--- src/rtl/clint_timebase.sv ---
// clint_timebase: timer_clk-domain mtime keeper for the CLINT.
// A fractional num/den divider generates the mtime tick. mtime supports
// load and halt, is compared against NUM_CHANNELS mtimecmp registers, and
// is exported as a Gray-coded copy for the bus-clock front end.
module clint_timebase #(
  parameter int NUM_CHANNELS = 1,
  parameter int TIME_WIDTH   = 64,
  parameter int RATIO_WIDTH  = 16,
  parameter int DEF_NUM      = 1,
  parameter int DEF_DEN      = 40
) (
  input  logic                    timer_clk,
  input  logic                    rstn,
  input  logic                    cfg_wr,
  input  logic [RATIO_WIDTH-1:0]  cfg_num,
  input  logic [RATIO_WIDTH-1:0]  cfg_den,
  input  logic                    halt,
  input  logic                    load_en,
  input  logic [TIME_WIDTH-1:0]   load_data,
  input  logic [NUM_CHANNELS-1:0] cmp_wr,
  input  logic [TIME_WIDTH-1:0]   cmp_data,
  output logic [TIME_WIDTH-1:0]   mtime,
  output logic [TIME_WIDTH-1:0]   mtime_gray,
  output logic                    load_epoch,
  output logic                    tick,
  output logic [NUM_CHANNELS-1:0] mtip
);

  if (NUM_CHANNELS < 1 || NUM_CHANNELS > 4094) begin : g_bad_channels
    $error("clint_timebase: NUM_CHANNELS must be within 1..4094");
  end
  if (DEF_DEN == 0) begin : g_bad_den
    $error("clint_timebase: DEF_DEN must be non-zero");
  end

  localparam logic [RATIO_WIDTH-1:0] NUM_RST = RATIO_WIDTH'(DEF_NUM);
  localparam logic [RATIO_WIDTH-1:0] DEN_RST = RATIO_WIDTH'(DEF_DEN);

  logic [RATIO_WIDTH-1:0] num_q, num_d;
  logic [RATIO_WIDTH-1:0] den_q, den_d;
  logic [RATIO_WIDTH:0]   acc_q, acc_d;
  logic [RATIO_WIDTH:0]   acc_sum;
  logic                   tick_ev;

  logic [TIME_WIDTH-1:0]  mtime_q, mtime_d;
  logic [TIME_WIDTH-1:0]  mtime_gray_q, mtime_gray_d;
  logic                   load_epoch_q, load_epoch_d;
  logic                   tick_q, tick_d;

  logic [TIME_WIDTH-1:0]   mtimecmp_q [NUM_CHANNELS];
  logic [TIME_WIDTH-1:0]   mtimecmp_d [NUM_CHANNELS];
  logic [NUM_CHANNELS-1:0] mtip_q, mtip_d;

  // Fractional divider: ratio config and accumulator stepping.
  // acc stays below den, so acc+num fits in RATIO_WIDTH+1 bits.
  always_comb begin
    num_d   = num_q;
    den_d   = den_q;
    acc_d   = acc_q;
    tick_ev = 1'b0;
    acc_sum = acc_q + {1'b0, num_q};
    if (cfg_wr) begin
      num_d = cfg_num;
      den_d = cfg_den;
      acc_d = '0;
    end else if (!halt) begin
      if (den_q == '0) begin
        acc_d = acc_q;
      end else if (num_q >= den_q) begin
        acc_d   = '0;
        tick_ev = 1'b1;
      end else if (acc_sum >= {1'b0, den_q}) begin
        acc_d   = acc_sum - {1'b0, den_q};
        tick_ev = 1'b1;
      end else begin
        acc_d = acc_sum;
      end
    end
  end

  // mtime update: load beats tick; Gray copy derived from the next value.
  always_comb begin
    mtime_d      = mtime_q;
    load_epoch_d = load_epoch_q;
    tick_d       = 1'b0;
    if (load_en) begin
      mtime_d      = load_data;
      load_epoch_d = ~load_epoch_q;
    end else if (tick_ev) begin
      mtime_d = mtime_q + 1'b1;
      tick_d  = 1'b1;
    end
    mtime_gray_d = mtime_d ^ (mtime_d >> 1);
  end

  // Comparator writes and registered interrupt-pending levels.
  always_comb begin
    for (int unsigned i = 0; i < NUM_CHANNELS; i++) begin
      mtimecmp_d[i] = cmp_wr[i] ? cmp_data : mtimecmp_q[i];
      mtip_d[i]     = (mtimecmp_q[i] <= mtime_q);
    end
  end

  // State registers, asynchronously cleared by rstn.
  always_ff @(posedge timer_clk or negedge rstn) begin
    if (!rstn) begin
      num_q        <= NUM_RST;
      den_q        <= DEN_RST;
      acc_q        <= '0;
      mtime_q      <= '0;
      mtime_gray_q <= '0;
      load_epoch_q <= 1'b0;
      tick_q       <= 1'b0;
      mtip_q       <= '0;
      for (int unsigned i = 0; i < NUM_CHANNELS; i++) begin
        mtimecmp_q[i] <= '1;
      end
    end else begin
      num_q        <= num_d;
      den_q        <= den_d;
      acc_q        <= acc_d;
      mtime_q      <= mtime_d;
      mtime_gray_q <= mtime_gray_d;
      load_epoch_q <= load_epoch_d;
      tick_q       <= tick_d;
      mtip_q       <= mtip_d;
      for (int unsigned i = 0; i < NUM_CHANNELS; i++) begin
        mtimecmp_q[i] <= mtimecmp_d[i];
      end
    end
  end

  assign mtime      = mtime_q;
  assign mtime_gray = mtime_gray_q;
  assign load_epoch = load_epoch_q;
  assign tick       = tick_q;
  assign mtip       = mtip_q;

endmodule

--- config.mk ---
export PLATFORM = sky130hd
export DESIGN_NAME = clint_timebase
export DESIGN_NICKNAME = d
export VERILOG_FILES = /design/src/rtl/clint_timebase.sv
export SDC_FILE = /design/constraint.sdc
export NUM_CORES = 1
export LEC_CHECK = 0
export CORE_MARGIN = 2
export CORE_UTILIZATION = 30
export DETAILED_ROUTE_END_ITERATION = 12
export GPL_ROUTABILITY_DRIVEN = 0
export SETUP_SLACK_MARGIN = 0.3
export SYNTH_ARGS = -nofsm -noshare
export SYNTH_HDL_FRONTEND = slang
export SYNTH_SLANG_ARGS = --single-unit
--- constraint.sdc ---
create_clock -name timer_clk -period 6.9 [get_ports timer_clk]
set_input_delay 1.38 -clock timer_clk [delete_from_list [all_inputs] [get_ports timer_clk]]
set_output_delay 1.38 -clock timer_clk [all_outputs]
set_load 0.1 [all_outputs]
== Yosys cells after proc, flatten, opt, wreduce, memory -nomap -nowiden ==
Index checks and enable logic that the tools add are counted.
Cells by class
  add/subtract/negate cells: 3
  $lt $le $gt $ge: 3
  equal/unequal tests: 2
  multiplexer cells: 14
  bitwise gates (word level): 2
  reduce and logical (&&, ||, !) cells: 2
Operator list (count)
  $mux 64: 2
  $mux 17: 5
  $add 64x1->64 const B: 1
  $le 64x64->1: 1
  $xor 64x63->64: 1
  $add 17x16->17: 1
  $ge 17x16->1: 1
  $sub 17x16->17: 1
  $ge 16x16->1: 1
  $logic_not 16->1: 1
  $mux 1: 7
  $ne 2x2->1 const B: 2
  $reduce_and 2->1: 1
  $not 1->1: 1
Storage, ports and cells
  register bits after elaboration: 244
  input bits: 166
  word-level logic and storage cells: 35

== Logic depth before layout (Yosys ltp) ==
  depth after elaboration: 10
  mapped depth: 24
  mapped depth without buffers: 22

== Worst setup path before layout ==
No wires, ideal clock.
  path kind: register to register
  start: register num_q[0]
  end: register mtime_gray_q[30], in the netlist mtime_gray[30]
  arrival: 4.380 ns
  required time: 6.767 ns
  path slack: 2.387 ns
  stages on the path, launching flop included: 23
  path buffers: 1
  path through: dfstp_2 -> ha_1 -> inv_1 -> fa_1 -> nand2b_1 -> a21oi_2 -> o41ai_4 -> o21ai_1 -> a21oi_1 -> o21bai_1 -> a21oi_1 -> xnor2_1 -> ha_1 -> nand2_1 -> nor3_1 -> a41oi_1 -> nand2b_1 -> mux2_4 -> buf_6 -> o21ai_2 -> mux2_2 -> a221oi_2 -> xnor2_1
Between the ends
  cells in the longest elaborated chain, start to end: 10
RTL lines
  start: declaration: line 39  | logic [RATIO_WIDTH-1:0] num_q, num_d;
  start signal: assignment: line 119  | num_q <= num_d;
  $add 17x16->17: line 61  | acc_sum = acc_q + {1'b0, num_q};
  $ge 17x16->1: line 72  | end else if (acc_sum >= {1'b0, den_q}) begin
  $mux 1: line 72
  $mux 1 (*): line 69  | end else if (num_q >= den_q) begin
  $mux 1 (*): line 67  | if (den_q == '0) begin
  $mux 1 (*): line 66  | end else if (!halt) begin
  $mux 1 (*): line 62  | if (cfg_wr) begin
  $mux 64 (*): line 89  | end else if (tick_ev) begin
  $mux 64 (*): line 86  | if (load_en) begin
  $xor 64x63->64 (*): line 93  | mtime_gray_d = mtime_d ^ (mtime_d >> 1);
  named net mtime_gray_d[30]: line 46  | logic [TIME_WIDTH-1:0] mtime_gray_q, mtime_gray_d;
  end signal: assignment: line 123  | mtime_gray_q <= mtime_gray_d;
  end: declaration: line 46
The timed path passes the listed nets; every way through them passes the cells marked *.
A chain may end at the register's enable or synchronous reset.

== Worst setup path in the final report ==
  start: register num_q[1]
  end: register mtime_gray_q[39], in the netlist mtime_gray[39]
Between the ends
  cells in the longest elaborated chain, start to end: 10
RTL lines
  $add 17x16->17: line 61
  $ge 17x16->1: line 72
  $mux 1: line 72
  $mux 1 (*): line 69
  $mux 1 (*): line 67
  $mux 1 (*): line 66
  $mux 1 (*): line 62
  $mux 64 (*): line 89
  $mux 64 (*): line 86
  named net mtime_d[39]: line 45  | logic [TIME_WIDTH-1:0] mtime_q, mtime_d;
  $xor 64x63->64 (*): line 93
  named net mtime_gray_d[39]: line 46
Marked as above.

==> reports/metrics.sh <==
SYNTH-ASYNC-RESET-RATIO_PCT=100
LARGEST_NET_DEGREE_AT_THE_START_OF_GLOBAL_ROUTING=107
DETAIL_ROUTE.VIAS_PER_CELL=4.94
WORSTSKEWPAIRLATENCY_PS=600
NETLIST_AREA_UM2=14400
HOLD_VIOLATIONS=0
FIN_NETS=1939
DP_WORST_SETUP_SLACK_PS=1220
FLOORPLAN.DIE.HEIGHT_UM=223
ROUTED-WL-MET3_MM=3.70
CORE_UM2=47500
DRIVE_ABOVE_1_SHARE_PCT=17.4
DRC_ERRORS=0
REGISTER_AREA_SHARE_AFTER_SYNTHESIS_PCT=42.8
NUMBER_OF_GLOBAL_ROUTE_VIAS_BEFORE_REPAIR=11900
WORSTMARGINPINSLEW_PS=1130
HOLD_PATH_CLASS='register to register'
FP.DIEW_UM=223
PERIOD_MINUS_SLACK_PS=5730
ROUTED.TOP_LAYER='met5'
SYNTH_SIMPLE_GATE_AREA_SHARE_PCT=11.1
RSZ_0062_RAISED_AFTER_GLOBAL_ROUTING='no'
NETLIST-CELL-TYPE-COUNT=77
IO_PINS=297
WORST_EP_ARRIVAL_TIME_PS=6260
NUMCLOCKSINKS=243
DRT_PASS1_ITERATIONS=5
CLK_ROOT_BUFFER_CELL='clkbuf_16'
NUMBER_OF_BUFFERS_INSERTED_BY_PORT_BUFFERING=296
CRITPATHREQUIREDTIME_PS=7420
SETUP_TNS_PS=0
DP_HPWL_MM=35.7
DR_TOTAL_VIAS=11400
FINALSETUPVIOLCOUNT=0
MAXSLEWVIOLCOUNT=0
TOTALWIRELENGTH_MM=46.6
GRT_PASS1_WL_MM=70.8
YOSYS_WARNINGS=0
INITIALDRTVIOLATIONCOUNT=511
EDFF_COUNT_SYNTH=0
MAX_IR_DROP_VDD_uV=263
SKEW_PS=44.7
AREA_DELTA_SYNTH_FINAL_PCT=32.3
FINALWORSTSETUPSLACK_PS=1170
INITIAL_CORE_UTIL_PCT=30.3
SYNTH_AREA_PER_CELL_UM2=10.6
YOSYS_MOST_USED_DFF='dfrtp_1'
POSTROUTEANTENNANETS=0
SYNTH-COMPOUND-AREA-SHARE_PCT=14.6
CTS.HOLD.BUFFERS_ADDED=0
DETAIL_ROUTE.WL_PER_CELL_UM=20.3
ANTENNA_FOUND_INITIAL=4
CTS_RESIZED=0
YOSYS.AREA_SHARE.ADDER_PCT=10.1
CRIT_PATH_END_KIND='register'
TIMING_WORST_SETUP_PATH_TYPE='register to register'
CTS_MAX_LEVEL=1
SYNTH.MUX.AREA_FRACTION_PCT=8.93
ACHIEVABLE-FREQUENCY_MHz=174
CTS_SETUP_BUFFERS=0
CELLLEAKAGEPOWER_nW=8.20
CTS_MAX_PATH_BUFFERS=3
DOMINANT_COMBINATIONAL_CELL_FAMILY_BY_AREA_AFTER_SYNTHESIS='compound AO/OA/AOI/OAI gates'
CRITICAL_PATH_PEAK_FANOUT=24
POSTSYNTHCELLCOUNT=1363
FINAL.PERIOD_UTILIZATION_PCT=83.1
OVERFLOW=0
STARTPOINT_TYPE='register'
CTS.REPORTEDPATHS.CLKPINSLEW_PS=60
CTS_TREE='yes'
POWER.DENSITY_CELL_AREA_nW_PER_UM2=357
ROW_COUNT=80
POST_SYNTHESIS_SEQUENTIAL_ELEMENT_COUNT=243
SYNTHESIS.NETS=1644
WIRE_LENGTH_THE_DETAILED_ROUTER_PLACED_ON_MET1_MM=19.7
RUN_STATUS='completed'
FLOORPLAN.DIE_AREA_UM2=49800
SYNTH-XOR-AREA-SHARE_PCT=7.48
DR_WL_MET2_MM=22.1
GRT_USAGE_PCT=18.5
NUMCTSBUFFERS=30
NUMBER_OF_MAX_CAP_VIOLATIONS=0
FINALHOLDWORSTSLACK_PS=471
MAXSLEWHEADROOM_PCT=24.5
-- synth_stat cells, types with 12 or more instances --
| master | instances | area, um^2 |
|---|---|---|
| o21ai_1 | 13 | 65.1 |
| nor2_1 | 59 | 221 |
| xnor2_1 | 89 | 780 |
| dfrtp_1 | 176 | 4400 |
| ha_1 | 113 | 1410 |
| inv_1 | 132 | 495 |
| a21o_1 | 37 | 278 |
| clkbuf_1 | 27 | 101 |
| xor2_1 | 34 | 298 |
| or3_1 | 12 | 75.1 |
| nor3_1 | 21 | 105 |
| dfstp_2 | 67 | 1760 |
| o21ai_0 | 71 | 355 |
| nand2b_1 | 19 | 119 |
| nand4_1 | 24 | 150 |
| mux2_2 | 85 | 957 |
| nand3_1 | 20 | 100 |
| o2111ai_1 | 16 | 140 |
| a21oi_1 | 53 | 265 |
| o211ai_1 | 12 | 90.1 |
| nand2_1 | 84 | 315 |
-- state kept, by name, indices dropped and copies added, names as in the netlist, 16 cells and up --
signal	flops
acc_q	17
mtime	63
den_q	16
mtime_gray	64
mtimecmp_q	64
num_q	16
-- final cells by class --
cell class	count	area, um^2
inverters	133	499
fillers	4676	28500
flip-flops and latches	243	6160
clock buffers	44	873
diodes	2	5.00
repair buffers	310	3070
well taps	615	769
multi-input cells	940	7550
clock inverters	12	140
-- cell families after synthesis --
group	count (synthesis)
DFF	243
and+or+nand+nor	303
muxes	107
xor gates and xnor gates	123
adders and majority gates	115
AOI/OAI and AO/OA	292
buffers and inverters	180
-- critical path, stage by stage, from the launching register on --
cell and delay (ps):
dfrtp_1 400, ha_1 300, a21o_1 160, a21oi_1 230
o21bai_1 120, a31oi_1 290, o211ai_1 200, a31oi_1 300
o21bai_1 120, xor2_1 160, ha_1 400, nand3_1 120
nor3_1 290, inv_1 140, o221ai_4 730, buf_4 370
o2111ai_1 120, buf_4 230, or4_1 410, a31oi_1 360
xor2_1 190
-- per-stage QoR --
stage               total power [W]  area [um^2]  instances  utilization [%]
floorplan                   0.00435        14400       1363                -
global placement            0.00517        18000       2241             38.0
detailed placement          0.00521        18000       2241             38.0
CTS                         0.00687        19100       2297             40.1
global route                0.00721        19100       2298             40.1
finish                      0.00681        19100       2299             40.1
-- routing by layer --
layer | up-vias | GRT usage (%)
li1 | 5395 | -
met1 | 5560 | 23.3
met2 | 330 | 31.0
met3 | 64 | 5.76
met4 | 4 | 4.55
met5 | - | 0
-- placed cells by master (no fill, tap or decap), types with 21 or more instances in the layout --
| cell type | n |
|---|---|
| clkbuf_16 | 30 |
| nor2_1 | 59 |
| nand4_1 | 24 |
| clkdlybuf4s50_1 | 293 |
| o21ai_0 | 71 |
| a21o_1 | 37 |
| ha_1 | 113 |
| mux2_2 | 85 |
| dfrtp_1 | 176 |
| nor3_1 | 21 |
| dfstp_2 | 67 |
| inv_1 | 132 |
| xor2_1 | 34 |
| nand2_1 | 84 |
| xnor2_1 | 89 |
| a21oi_1 | 53 |
-- where the power goes --
part	leakage (nW)	switching, W	internal (W)	total, W
clock	0.497	0.000663	0.000952	0.00162
combinational	4.91	0.00224	0.00111	0.00335
sequential	2.79	0.000172	0.00167	0.00184
-- final timing paths --
path                                         from                        to  slack [ps]  cells after the start
min                        load_epoch$_DFFE_PN0P_    load_epoch$_DFFE_PN0P_         470                      1
min in group asynchronous                    rstn       mtime[15]$_DFF_PN0_         820                      1
max reg2reg                  num_q[1]$_DFFE_PN0P_  mtime_gray[39]$_DFF_PN0_        1170                     20
max                          num_q[1]$_DFFE_PN0P_  mtime_gray[39]$_DFF_PN0_        1170                     20
min reg2reg                load_epoch$_DFFE_PN0P_    load_epoch$_DFFE_PN0P_         470                      1
max in group asynchronous                    rstn       mtime[47]$_DFF_PN0_        4690                      2
No activity file was read; power rests on OpenSTA's default activity.
